### config.mk
export PLATFORM = sky130hd
export DESIGN_NAME = rcas_seq_ctrl
export DESIGN_NICKNAME = d
export VERILOG_FILES = /design/src/rtl/rcas_pkg.sv /design/src/rtl/rcas_word.sv /design/src/rtl/rcas_seq_ctrl.sv
export SDC_FILE = /design/constraint.sdc
export NUM_CORES = 1
export LEC_CHECK = 0
export BUFFER_PORTS_ARGS = -buffer_cell sky130_fd_sc_hd__buf_4
export CAP_MARGIN = 40
export CORE_MARGIN = 8
export CORE_UTILIZATION = 54
export DETAILED_ROUTE_END_ITERATION = 7
export HOLD_SLACK_MARGIN = 0.15
export PLACE_DENSITY = 0.76
export SYNTH_ARGS = -nofsm -noshare
export SYNTH_HDL_FRONTEND = slang
export SYNTH_HIERARCHICAL = 1
export SYNTH_SLANG_ARGS = --single-unit
### constraint.sdc
create_clock -name clk -period 5.99 [get_ports clk]
set_input_delay 0.599 -clock clk [delete_from_list [all_inputs] [get_ports clk]]
set_output_delay 0.599 -clock clk [all_outputs]
set_load 0.02 [all_outputs]
### src/rtl/rcas_pkg.sv
// Shared types for the multi-precision add/subtract sequencer.
package rcas_pkg;

  typedef enum logic [1:0] {
    IDLE = 2'd0,
    RUN  = 2'd1,
    DONE = 2'd2
  } state_e;

  localparam logic OP_ADD = 1'b0;
  localparam logic OP_SUB = 1'b1;

endpackage

### src/rtl/rcas_word.sv
// Combinational WORD_W-bit ripple-carry slice; b is inverted when sub=1.
// c_msb is the carry into the top bit, used for signed overflow on the last word.
module rcas_word #(
  parameter int WORD_W = 8
) (
  input  logic [WORD_W-1:0] a,
  input  logic [WORD_W-1:0] b,
  input  logic              cin,
  input  logic              sub,
  output logic [WORD_W-1:0] sum,
  output logic              cout,
  output logic              c_msb
);

  logic [WORD_W:0] c;
  logic [WORD_W-1:0] bx;

  always_comb begin
    c    = '0;
    sum  = '0;
    bx   = '0;
    c[0] = cin;
    for (int i = 0; i < WORD_W; i++) begin
      bx[i]    = b[i] ^ sub;
      sum[i]   = a[i] ^ bx[i] ^ c[i];
      c[i+1]   = (a[i] & bx[i]) | (c[i] & (a[i] ^ bx[i]));
    end
  end

  assign cout  = c[WORD_W];
  assign c_msb = c[WORD_W-1];

endmodule

### src/rtl/rcas_seq_ctrl.sv
// Sequences one shared add/sub slice over NWORDS words, LSW first, carry held in a flop.
// Result valid NWORDS edges after accept; held stable in DONE until out_ready.
module rcas_seq_ctrl
  import rcas_pkg::*;
#(
  parameter int WORD_W = 8,
  parameter int NWORDS = 4,
  localparam int N     = WORD_W * NWORDS
) (
  input  logic         clk,
  input  logic         rst,
  input  logic         in_valid,
  output logic         in_ready,
  input  logic         op,
  input  logic [N-1:0] a,
  input  logic [N-1:0] b,
  output logic         out_valid,
  input  logic         out_ready,
  output logic [N-1:0] result,
  output logic         cout,
  output logic         ovf
);

  localparam int KW = (NWORDS > 1) ? $clog2(NWORDS) : 1;

  typedef logic [NWORDS-1:0][WORD_W-1:0] words_t;

  state_e        state_q, state_d;
  logic [KW-1:0] k_q, k_d;
  words_t        a_q, a_d, b_q, b_d, result_q, result_d;
  logic          op_q, op_d;
  logic          carry_q, carry_d;
  logic          cout_q, cout_d;
  logic          ovf_q, ovf_d;

  logic [WORD_W-1:0] slice_sum;
  logic              slice_cout;
  logic              slice_c_msb;

  rcas_word #(.WORD_W(WORD_W)) u_word (
    .a     (a_q[k_q]),
    .b     (b_q[k_q]),
    .cin   (carry_q),
    .sub   (op_q),
    .sum   (slice_sum),
    .cout  (slice_cout),
    .c_msb (slice_c_msb)
  );

  always_comb begin
    state_d  = state_q;
    k_d      = k_q;
    a_d      = a_q;
    b_d      = b_q;
    op_d     = op_q;
    carry_d  = carry_q;
    result_d = result_q;
    cout_d   = cout_q;
    ovf_d    = ovf_q;
    case (state_q)
      IDLE: begin
        if (in_valid) begin
          a_d     = a;
          b_d     = b;
          op_d    = op;
          // Subtract is a + ~b + 1; the +1 enters as the initial carry.
          carry_d = op;
          k_d     = '0;
          state_d = RUN;
        end
      end
      RUN: begin
        result_d[k_q] = slice_sum;
        carry_d       = slice_cout;
        k_d           = k_q + KW'(1);
        if (k_q == KW'(NWORDS - 1)) begin
          cout_d  = slice_cout;
          ovf_d   = slice_cout ^ slice_c_msb;
          k_d     = '0;
          state_d = DONE;
        end
      end
      DONE: begin
        if (out_ready) state_d = IDLE;
      end
      default: state_d = IDLE;
    endcase
  end

  always_ff @(posedge clk) begin
    if (rst) begin
      state_q  <= IDLE;
      k_q      <= '0;
      a_q      <= '0;
      b_q      <= '0;
      op_q     <= OP_ADD;
      carry_q  <= 1'b0;
      result_q <= '0;
      cout_q   <= 1'b0;
      ovf_q    <= 1'b0;
    end else begin
      state_q  <= state_d;
      k_q      <= k_d;
      a_q      <= a_d;
      b_q      <= b_d;
      op_q     <= op_d;
      carry_q  <= carry_d;
      result_q <= result_d;
      cout_q   <= cout_d;
      ovf_q    <= ovf_d;
    end
  end

  assign in_ready  = (state_q == IDLE);
  assign out_valid = (state_q == DONE);
  assign result    = result_q;
  assign cout      = cout_q;
  assign ovf       = ovf_q;

endmodule

==> results.ini <==
[drt]
drcViolationCount = 0
firstDrtPassIters = 4
drt_wl_total_um = 10900
initialDrtViolationCount = 153
post_drt_via_cell_ratio = 5.21
wl_per_cell_um = 15.3
vias = 3697
postRouteAntennaNets = 0

[global_route]
grt-ovfl-total = 0
grt_util_all_layers_pct = 19.1
grt_pass1_wl_um = 17900
first_global_vias = 3770
antenna_found_initial = 0
grt_max_degree = 90

[worst_hold_path]
whs_path_depth = 2
holdPathEnd = result[17]
worstHoldStart = result[17]
hold_class = reg -> reg

[setup_path]
cp_common_cell = fa_1
worstSetupPathType = reg -> reg
cp.arrival_ns = 5.03
r2r_slack_ns = 1.21
cp_slowest_stage_delay_ns = 0.55
worstReg2RegStart = k_q[1]
start_kind = flop
crit_start = k_q[1]
reg2reg_to = carry_q
r2r_cells = 15
required_ns = 6.24
end_kind = flop
crit_chain = buf_4, mux4_2, xnor2_1, fa_1, fa_1, fa_1, fa_1, fa_1, inv_1, fa_1, inv_1, fa_1, inv_1, inv_1, a2111oi_2
cp_max_fo = 17
cp_slowest_cell = mux4_2

[logic_synthesis]
yosys_warnings = 6
synth.avg_cell_area_um2 = 8.68
synth-seq-cells = 104
ys_seq_area_share_pct = 46.1
ys_types = 29
synth_area_leaders = dfxtp_1 46%, nand2_1 14%, a21oi_1 11%
syn_inst = 520
synth_top_area_share_pct = 46.1
synth_nets = 601
netlist_area_um2 = 4510
synth_top_area_cell = dfxtp_1

[clock_network]
cts_resized = 0
clk_pin_slew_ns = 0.09
cts_made_buffers = 9
post_cts_buffers = 0
htreeDepth = 3
hold_buffers = 0
clock_latency_ns = 0.36
clock_tree.root_cell = clkbuf_8
cts_tree = built
clockBufferDepth = 2
cts_sinks = 104

[finish]
register_area_um2 = 2080
drive_gt1_share_pct = 23.8
mostFrequentLayoutCell = nand2_1
fillers = 697
num_antenna_cells = 0
final_cells = 710
multi_input_area_um2 = 2090
layout_common_cells = 172 x nand2_1, 108 x buf_4, 104 x dfxtp_1
area_delta_synth_final_pct = 20.6
final_nets = 681

[die]
core_um2 = 8180
die_x_um = 107
start_util_pct = 55.2
fp.dieH_um = 107
io_pins = 105
rows = 33
die-area_um2 = 11500

[timing]
fin_crit_ns = 4.78
fin_tns_setup_ns = 0
hold_viol = 0
drv_slew = 0
tightestPinTransition_ns = 0.823
rsz0062_at_grt = false
fmax_ghz = 0.209
final.period_utilization_pct = 79.8
max-slew-margin-rel_pct = 45.2
clock_skew_ns = 0.0114
setup_viol = 0

[placed_design]
place_congestion = 0.777
numPortBuffers = 104
dpl.hpwl_um = 7830
placed_cells = 694

[power_and_ir_drop]
ir_drop_mv = 0.137
p_leak_nw = 2.16
power_density_nw_per_um2 = 268

[run_status]
status = complete, no violations

[job]
drv_cap = 0

## metal layers
layer	vias up	GRT usage [%]	wire, um
met5	-	0	0
met4	0	5.95	152
met3	14	4.61	634
met2	96	31.3	5280
met1	1722	24.4	4790
li1	1865	-	-
## flip-flops by register name (all words and copies together) (netlist names)
signal   flops
k_q          2
result      32
cout         1
carry_q      1
ovf          1
b_q         32
op_q         1
a_q         32
state_q      2
## critical path: cells and delay by family (launching register included)
kind | cells | cell delay [ns]
flip-flops | 1 | 0.42
multiplexers | 1 | 0.55
buffers and inverters | 5 | 0.64
XOR/XNOR | 1 | 0.16
adder cells (fa/ha/maj) | 7 | 2.64
AO/OA/AOI/OAI | 1 | 0.27
## stage by stage
step           cell area, um2  util [%]  total power [mW]  hold slack [ns]  setup slack, ns
2_1_floorplan            4510         -             0.904            0.433             1.26
3_3_place_gp             5180      63.4             0.975            0.441             1.43
3_5_place_dp             5210      63.8             0.985            0.443             1.27
4_1_cts                  5440      66.6              1.46            0.460             1.24
5_1_grt                  5440      66.6              1.52            0.476            0.998
6_report                 5440      66.6              1.46            0.459             1.21
## cell type report
cell class | instances | area share [%]
Clock buffer | 11 | 2.78
Clock inverter | 5 | 1.45
Inverter | 20 | 1.38
Multi-Input combinational cell | 356 | 38.3
Sequential cell | 104 | 38.3
Tap cell | 105 | 2.41
Timing Repair Buffer | 109 | 15.4
## worst max-delay path by stage
stage	end	slack [ns]	cells past startpoint
2_1_floorplan	carry_q	1.26	18
3_3_place_gp	carry_q	1.43	15
3_5_place_dp	carry_q	1.27	15
4_1_cts	carry_q	1.24	15
5_1_grt	carry_q	1.0	15
6_report	carry_q	1.21	15
## where the power goes
group	internal (mW)	switching (mW)	total, mW
Sequential	0.725	0.0213	0.746
Combinational	0.0950	0.126	0.221
Clock	0.258	0.234	0.492
Total	1.08	0.381	1.46
## synth_stat cells, drive strengths merged
master,count
nor2b,2
nand2b,1
nand3b,4
nor2,6
buf,28
nor3,1
ha,4
and3b,1
dfxtp,104
a211oi,1
mux2i,1
a22oi,2
clkbuf,12
fa,8
xnor2,7
and2b,1
nand3,24
mux4,16
o21bai,1
a21oi,99
a2111oi,1
nor3b,1
nand2,172
or3b,1
inv,20
xor2,2
## kinds of logic (layout without fill, tap and decap cells)
family / count (synthesis) / in the layout / synth area share (%)
flip-flops: 104 / 104 / 46.1
XOR/XNOR: 9 / 9 / 1.75
multiplexers: 17 / 17 / 8.21
buffers and inverters: 60 / 145 / 7.76
AND/OR/NAND/NOR: 214 / 214 / 19.5
adder cells (fa/ha/maj): 12 / 12 / 4.66
AO/OA/AOI/OAI: 104 / 104 / 12.0
(Power assumes the default switching activity.)
